File: src/rtl/rx_slot_if.sv
// Bundle between the RX slot scheduler and its receiver/host clients.
// The client side (receiver + host) is the master; the scheduler is the slave.
interface rx_slot_if #(
  parameter int SLOT_BITS = 2
);
  logic                 enable;
  logic                 rx_complete;
  logic [11:0]          rx_frame_len;
  logic [31:0]          rx_timestamp;
  logic                 rx_empty;
  logic [SLOT_BITS-1:0] wr_slot;
  logic                 host_valid;
  logic [SLOT_BITS-1:0] host_slot;
  logic [11:0]          host_len;
  logic [31:0]          host_ts;
  logic                 host_release;
  logic [SLOT_BITS:0]   occupancy;
  logic [15:0]          drop_cnt;

  // Handshakes: rx_complete is accepted only in a cycle where rx_empty=1,
  // otherwise it is dropped and counted; host_release retires the slot shown
  // on host_* only when host_valid=1 and is ignored otherwise. Both pulses are
  // single-cycle and never stall.
  modport master (
    output enable, rx_complete, rx_frame_len, rx_timestamp, host_release,
    input  rx_empty, wr_slot, host_valid, host_slot, host_len, host_ts,
           occupancy, drop_cnt
  );

  modport slave (
    input  enable, rx_complete, rx_frame_len, rx_timestamp, host_release,
    output rx_empty, wr_slot, host_valid, host_slot, host_len, host_ts,
           occupancy, drop_cnt
  );
endinterface

File: src/rtl/rx_slot_sched.sv
// Ring of RX frame slots: arms a free slot for the receiver, enforces an
// inter-frame gap, and presents the oldest filled slot to the host.
module rx_slot_sched #(
  parameter int SLOT_BITS = 2,
  parameter int GAP_CYC   = 4
) (
  input  logic       pci_clk,
  input  logic       sys_rst_n,
  rx_slot_if.slave   bus,
  output logic [1:0] state_dbg
);
  localparam int SLOTS = 1 << SLOT_BITS;
  localparam int GW    = (GAP_CYC > 1) ? $clog2(GAP_CYC) : 1;
  localparam logic [GW-1:0]      GAP_LOAD = GW'(GAP_CYC - 1);
  localparam logic [SLOT_BITS:0] OCC_FULL = (SLOT_BITS + 1)'(SLOTS);

  localparam logic [1:0] ST_OFF  = 2'd0;
  localparam logic [1:0] ST_ARM  = 2'd1;
  localparam logic [1:0] ST_GAP  = 2'd2;
  localparam logic [1:0] ST_FULL = 2'd3;

  logic [1:0]           state, state_nxt;
  logic [GW-1:0]        gap_cnt, gap_nxt;
  logic [SLOT_BITS:0]   wr_ptr, rd_ptr, occ;
  logic [15:0]          drop_cnt;
  logic                 rx_empty_q;
  logic                 full, accept, reject, release_ok;
  logic [11:0]          len_mem [SLOTS];
  logic [31:0]          ts_mem  [SLOTS];

  assign occ        = wr_ptr - rd_ptr;
  assign full       = (occ == OCC_FULL);
  assign accept     = bus.rx_complete && (state == ST_ARM);
  assign reject     = bus.rx_complete && (state != ST_ARM);
  assign release_ok = bus.host_release && (occ != '0);

  always_comb begin
    state_nxt = state;
    gap_nxt   = gap_cnt;
    case (state)
      ST_OFF: begin
        if (bus.enable) state_nxt = full ? ST_FULL : ST_ARM;
      end
      ST_ARM: begin
        // An accept wins over a same-cycle enable drop; the gap still runs.
        if (accept) begin
          state_nxt = ST_GAP;
          gap_nxt   = GAP_LOAD;
        end else if (!bus.enable) begin
          state_nxt = ST_OFF;
        end
      end
      ST_GAP: begin
        if (gap_cnt != '0)    gap_nxt   = gap_cnt - GW'(1);
        else if (!bus.enable) state_nxt = ST_OFF;
        else if (full)        state_nxt = ST_FULL;
        else                  state_nxt = ST_ARM;
      end
      ST_FULL: begin
        if (!bus.enable) state_nxt = ST_OFF;
        else if (!full)  state_nxt = ST_ARM;
      end
      default: state_nxt = ST_OFF;
    endcase
  end

  always_ff @(posedge pci_clk or negedge sys_rst_n) begin
    if (!sys_rst_n) begin
      state      <= ST_OFF;
      gap_cnt    <= '0;
      wr_ptr     <= '0;
      rd_ptr     <= '0;
      drop_cnt   <= '0;
      rx_empty_q <= 1'b0;
    end else begin
      state      <= state_nxt;
      gap_cnt    <= gap_nxt;
      rx_empty_q <= (state_nxt == ST_ARM);
      if (accept)     wr_ptr <= wr_ptr + 1'b1;
      if (release_ok) rd_ptr <= rd_ptr + 1'b1;
      if (reject && (drop_cnt != 16'hFFFF)) drop_cnt <= drop_cnt + 16'd1;
    end
  end

  // Slot payload is qualified by host_valid, so it carries no reset.
  always_ff @(posedge pci_clk) begin
    if (accept) begin
      len_mem[wr_ptr[SLOT_BITS-1:0]] <= bus.rx_frame_len;
      ts_mem[wr_ptr[SLOT_BITS-1:0]]  <= bus.rx_timestamp;
    end
  end

  assign bus.rx_empty   = rx_empty_q;
  assign bus.wr_slot    = wr_ptr[SLOT_BITS-1:0];
  assign bus.host_slot  = rd_ptr[SLOT_BITS-1:0];
  assign bus.host_valid = (occ != '0);
  assign bus.host_len   = len_mem[rd_ptr[SLOT_BITS-1:0]];
  assign bus.host_ts    = ts_mem[rd_ptr[SLOT_BITS-1:0]];
  assign bus.occupancy  = occ;
  assign bus.drop_cnt   = drop_cnt;
  assign state_dbg      = state;
endmodule

File: src/flat_wrapper.sv
// flat-port wrapper written by rule: the top's interface ports become plain ports
module rx_slot_sched_flat 
#(
  parameter int SLOT_BITS = 2,
  parameter int GAP_CYC   = 4
)
  (pci_clk, sys_rst_n, state_dbg, bus_enable, bus_rx_complete, bus_rx_frame_len, bus_rx_timestamp, bus_host_release, bus_rx_empty, bus_wr_slot, bus_host_valid, bus_host_slot, bus_host_len, bus_host_ts, bus_occupancy, bus_drop_cnt);
  rx_slot_if #(.SLOT_BITS(SLOT_BITS)) bus_i ();
  input  logic pci_clk;
  input  logic sys_rst_n;
  output logic [1:0] state_dbg;
  input wire logic [$bits(bus_i.enable)-1:0] bus_enable;
  input wire logic [$bits(bus_i.rx_complete)-1:0] bus_rx_complete;
  input wire logic [$bits(bus_i.rx_frame_len)-1:0] bus_rx_frame_len;
  input wire logic [$bits(bus_i.rx_timestamp)-1:0] bus_rx_timestamp;
  input wire logic [$bits(bus_i.host_release)-1:0] bus_host_release;
  output wire logic [$bits(bus_i.rx_empty)-1:0] bus_rx_empty;
  output wire logic [$bits(bus_i.wr_slot)-1:0] bus_wr_slot;
  output wire logic [$bits(bus_i.host_valid)-1:0] bus_host_valid;
  output wire logic [$bits(bus_i.host_slot)-1:0] bus_host_slot;
  output wire logic [$bits(bus_i.host_len)-1:0] bus_host_len;
  output wire logic [$bits(bus_i.host_ts)-1:0] bus_host_ts;
  output wire logic [$bits(bus_i.occupancy)-1:0] bus_occupancy;
  output wire logic [$bits(bus_i.drop_cnt)-1:0] bus_drop_cnt;
  assign bus_i.enable = bus_enable;
  assign bus_i.rx_complete = bus_rx_complete;
  assign bus_i.rx_frame_len = bus_rx_frame_len;
  assign bus_i.rx_timestamp = bus_rx_timestamp;
  assign bus_i.host_release = bus_host_release;
  assign bus_rx_empty = bus_i.rx_empty;
  assign bus_wr_slot = bus_i.wr_slot;
  assign bus_host_valid = bus_i.host_valid;
  assign bus_host_slot = bus_i.host_slot;
  assign bus_host_len = bus_i.host_len;
  assign bus_host_ts = bus_i.host_ts;
  assign bus_occupancy = bus_i.occupancy;
  assign bus_drop_cnt = bus_i.drop_cnt;
  rx_slot_sched #(.SLOT_BITS(SLOT_BITS), .GAP_CYC(GAP_CYC)) u_core (.pci_clk(pci_clk), .sys_rst_n(sys_rst_n), .bus(bus_i), .state_dbg(state_dbg));
endmodule
File: config.mk
export PLATFORM = sky130hd
export DESIGN_NAME = rx_slot_sched_flat
export DESIGN_NICKNAME = d
export VERILOG_FILES = /design/src/rtl/rx_slot_if.sv /design/src/rtl/rx_slot_sched.sv /design/src/flat_wrapper.sv
export SDC_FILE = /design/constraint.sdc
export NUM_CORES = 1
export LEC_CHECK = 0
export ABC_AREA = 1
export BUFFER_PORTS_ARGS = -buffer_cell sky130_fd_sc_hd__clkbuf_2
export CORE_MARGIN = 2
export CORE_UTILIZATION = 55
export CTS_CLUSTER_DIAMETER = 30
export DETAILED_ROUTE_END_ITERATION = 12
export PLACE_DENSITY_LB_ADDON = 0.2
export SLEW_MARGIN = 20
export SYNTH_ARGS = -nofsm -noshare
export SYNTH_HDL_FRONTEND = slang
export SYNTH_SLANG_ARGS = --single-unit
File: constraint.sdc
create_clock -name pci_clk -period 6.5 [get_ports pci_clk]
set_clock_uncertainty 0.1 [all_clocks]
set_input_delay 0.65 -clock pci_clk [delete_from_list [all_inputs] [get_ports pci_clk]]
set_output_delay 0.65 -clock pci_clk [all_outputs]
set_load 0.02 [all_outputs]
== Word-level counts from Yosys, hierarchy flattened ==
Memories as Yosys holds them, arrays and structs flattened.
Cells that the tools add are included.
Word-level totals
  bits in registers: 27
  RAM bits: 176
  input bits: 49
  output and inout port bits: 71
  logic and storage cells: 45
  memories kept: 2
Memories
  u_core.ts_mem: words 4, width 32, read ports 1, clocked after memory_dff 0, wr ports 1, line rx_slot_sched.sv:29  | logic [31:0] ts_mem [SLOTS];
  u_core.len_mem: words 4, width 12, read ports 1, clocked after memory_dff 0, wr ports 1, line rx_slot_sched.sv:28  | logic [11:0] len_mem [SLOTS];
Operators by class
  add/subtract/negate cells: 5
  eq/ne operators: 9
  muxes and demuxes: 14
  reductions and logical operators: 9
Operator list (number)
  2-bit two-way mux: 10
  16-bit by 1-bit adder with 16-bit output, second input constant: 1
  16-bit != test, second input constant: 1
  2-bit one-hot mux with 4 select lines: 1
  3-bit by 1-bit adder with 3-bit output, second input constant: 2
  2-bit by 1-bit != test with 1-bit output, second input constant: 3
  2-bit by 1-bit == test with 1-bit output, second input constant: 2
  2-bit == test, second input constant: 2
  1-bit logical AND: 4
  2-bit one-hot mux with 2 select lines: 1
  2-bit nonzero test: 2
  3-bit == test, second input constant: 1
  3-bit AND reduction: 1
  3-bit nonzero test: 1
  3-bit subtractor: 1
  2-bit zero test: 1
  1-bit two-way mux: 2
  2-bit by 1-bit subtractor with 2-bit output, second input constant: 1

== Depth between registers and ports, before layout ==
  word-level depth: 7
  depth in mapped cells: 13
  depth with buffers taken out: 13

== Worst setup path before layout ==
No wires, ideal clock.
  kind: reg-to-reg
  start point: reg u_core.state[1] (netlist: u_core.state_dbg[1])
  end point: mem u_core.len_mem[3][0] (enable)
  library setup time: 0.448 ns
  arrival time: 2.852 ns
  data required time: 5.952 ns
  path slack: 3.100 ns
  cell stages (with the launch flop): 5
  buffers on the path: 0
  clock period less this slack: 3.400 ns
  path through: dfrtp_1 > inv_1 > ha_1 > nand2_1 > nor2_1
On the way
  longest elaborated chain between the ends: 4
RTL lines
  start, declared: line rx_slot_sched.sv:22  | logic [1:0] state, state_nxt;
  start signal, assigned: line rx_slot_sched.sv:76  | state <= state_nxt;
  2-bit by 1-bit == test with 1-bit output: line rx_slot_sched.sv:33  | assign accept = bus.rx_complete && (state == ST_ARM);
  1-bit logical AND: line rx_slot_sched.sv:33
  1-bit two-way mux: line rx_slot_sched.sv:87  | if (accept) begin
  1-bit two-way mux (not written as such): line rx_slot_sched.sv:88  | len_mem[wr_ptr[SLOT_BITS-1:0]] <= bus.rx_frame_len;
  end, declared: line rx_slot_sched.sv:28
No other way between the ends.

== Worst setup path after layout ==
  start point: reg u_core.rd_ptr[0]
  end point: out bus_host_ts[25]
On the way
  longest elaborated chain between the ends: 1
RTL lines
  start, declared: line rx_slot_sched.sv:24  | logic [SLOT_BITS:0] wr_ptr, rd_ptr, occ;
  start signal, assigned: line rx_slot_sched.sv:80  | if (release_ok) rd_ptr <= rd_ptr + 1'b1;
  memory read 4 x 32 bit
  end, declared: line flat_wrapper.sv:22  | output wire logic [$bits(bus_i.host_ts)-1:0] bus_host_ts;
No other way between the ends.

==> metrics <==
placed inst area 8970 sq um; Async SR Flop Fraction 0.133; most used cell, CP buf_4; Syn Nets between 700 and 800; most common cell in the netlist edfxtp_1; die area 15,900 sq um; DRC errors left 0; count of final max-slew check failures 0; Ant. Diodes 0; Unique masters post-synth 32; critical path launch point type flop; Data arrival, critical path 2.83 ns; Post-synth EDFFs 176; Post-CTS Hold Fix Bufs 0; M2 GR Usage 0.357; Clock Path Buffers 3; met1 usage in global routing 0.269; Final ANT Viol Nets 0; sequential-to-total area share from yosys stat 0.725; met3 usage 0.0510; Setup CP Type flop to primary output; GRT busiest layer met2; Worst-path clk slew 0.04 ns; crit path max fanout 90; die width 126 um; clk_lat worst skew 0.48 ns; Post-CTS Setup Inserts 0; Synth area leader edfxtp_1; Final nets 837; Top delay family on crit path buffers and inverters; Top Ports 120; relative slew slack 0.386; Synth top area share 0.643; CP startpoint u_core.rd_ptr[0]; final hold violations 0; FP Rows 44; cells after synthesis between 600 and 700; CTS sink count 203; synthesized flop and latch total 203; Placeable Area 14,600 sq um; synth cell count leaders edfxtp_1 (176), nor2_1 (104), o21ai_0 (96), nand2_1 (53), o22ai_1 (44); Layout fillers 1,015; H-tree level count 2; detailed-route wire length 16,800 um; Worst Setup End Kind primary output; critical path, cell by cell buf_4, inv_2, buf_4, o21ai_0, o22ai_1, clkbuf_2; post-layout util 0.696; post-CTS sizing 0; total CTS buffers 36; Hold Path Class primary input to async pin; area growth from synthesis to layout 23.6%; Vert. Die Dim approximately 130 um; pin count of the biggest net entering global routing 91; Post-Syn Area 8220 sq um; Max Cap Viol 0; top cells by area, synth edfxtp_1 (64%), dfrtp_1 (8.2%), o21ai_0 (5.8%); vias in the first global route 5,503; first-pass GRT wire length about 27,000 um; grt total ovfl 0; port bufs ~120; overall routing resource usage 0.213; RSZ-0062 raised after global routing false; vias per inst 5.50; status completed; Finished Cell Area 10,200 sq um; Worst VDD drop 0.000351 V; Crit-path slowest cell buf_4; drt first pass iters 4; WP data required 5.75 ns; layout cell share with drive strength beyond 1 0.255; antenna violations before repair 0; crit-path max cell delay 0.67 ns; Setup-failing EPs final 0; CTS tree built; DRT iter0 DRCs 356; final period utilization 0.551; Top FF cell, synth edfxtp_1; Initial Util 0.563; r2r startpoint u_core.rd_ptr[1]; routed vias 5,415; Tightest Pin Transition 0.922 ns; syn_area_per_cell 12.8 sq um; Pwr Density 510 nW/um^2; setup TNS 0 ns; WP buf/inv 4; Yosys Warn Count 0; routed len/inst 17.1 um; RePlAce Congestion 0.848; root buf cell clkbuf_16; FMAX around 280 MHz; DP HPWL 9450 um; fin crit period between 3 and 4 ns; Pleak between 3 and 4 nW
[stage by stage]
stage	setup WS, ns	std cells	power [mW]	hold slack [ns]
after floorplan	3.10	644	2.87	0.254
after global placement	3.55	921	3.37	0.378
after detailed placement	3.47	921	3.41	0.378
after CTS	2.89	984	5.22	0.125
after global routing	2.75	984	5.46	0.159
final	2.92	984	5.18	0.111
[worst register-to-register path: stages, from the launching register on]
cell and delay (ns):
dfrtp_2 0.96, fa_1 0.55, nand2_1 0.08, inv_1 0.08
nand3_1 0.12, nand2_1 0.11, inv_1 0.10, nand2_1 0.06
xor2_1 0.13
[registers in the layout (all words and copies together) (netlist names)]
| signal | flops |
|---|---|
| u_core.wr_ptr | 3 |
| u_core.bus.rx_empty | 1 |
| u_core.ts_mem | 128 |
| u_core.state_dbg | 2 |
| u_core.len_mem | 48 |
| u_core.rd_ptr | 3 |
| u_core.bus.drop_cnt | 16 |
| u_core.gap_cnt | 2 |
[cell families after synthesis]
kind of cell    after synthesis  synth area share
flops                       203             0.725
simple gates                186            0.0962
compound gates              150             0.102
buf+inv                      76            0.0391
xor+xnor                     16            0.0171
fa+ha+maj                    13            0.0207
[area by class of cell]
cell class,instances,area [sq um],area share
clock inverter,22,223,0.0219
sequential,203,5960,0.587
tap,184,230,0.0227
multi-input combinational,365,1970,0.194
timing repair buffer,126,648,0.0638
clock buffer,41,962,0.0948
inverter,43,161,0.0159
[final timing paths]
kind	to	slack, ns	cells past startpoint
max in group asynchronous	u_core.rd_ptr[1]	5.68	1
min	u_core.wr_ptr[0]	0.11	1
max	bus_host_ts[25]	2.92	6
min in group pci_clk	u_core.ts_mem[3][14]	0.27	1
min reg2reg	u_core.wr_ptr[2]	0.41	1
max reg2reg	u_core.rd_ptr[2]	4.08	8
[cells in the final DEF (no fill, tap or decap), types with 2 or more instances in the layout]
master	Yosys	final
buf_4	4	7
bufinv_16	0	4
clkbuf_1	21	3
clkbuf_16	0	38
clkbuf_2	0	119
clkinv_1	1	8
clkinv_2	0	5
clkinvlp_4	0	3
dfrtp_1	27	25
dfrtp_2	0	2
edfxtp_1	176	176
ha_1	12	12
inv_1	39	39
inv_2	3	4
nand2_1	53	53
nand2_2	2	2
nand3_1	9	9
nand4_1	5	5
nand4_2	2	2
nor2_1	104	100
nor2_4	0	4
nor3_1	5	5
nor3_2	3	3
o21ai_0	96	96
o21ai_2	6	6
o22ai_1	44	44
xnor2_1	2	2
xor2_1	14	14
[report_power, final]
| part | switching (mW) | internal [mW] | total [mW] |
|---|---|---|---|
| Clock | 0.579 | 1.21 | 1.79 |
| Combinational | 1.18 | 0.495 | 1.68 |
| Sequential | 0.125 | 1.59 | 1.72 |
| Total | 1.89 | 3.30 | 5.18 |
[per-layer routing]
metal,vias up,routed length (um)
li1,2573,-
met1,2638,7210
met2,171,8250
met3,33,979
met4,0,367
met5,-,0
No activity file was read; power rests on OpenSTA's default activity.
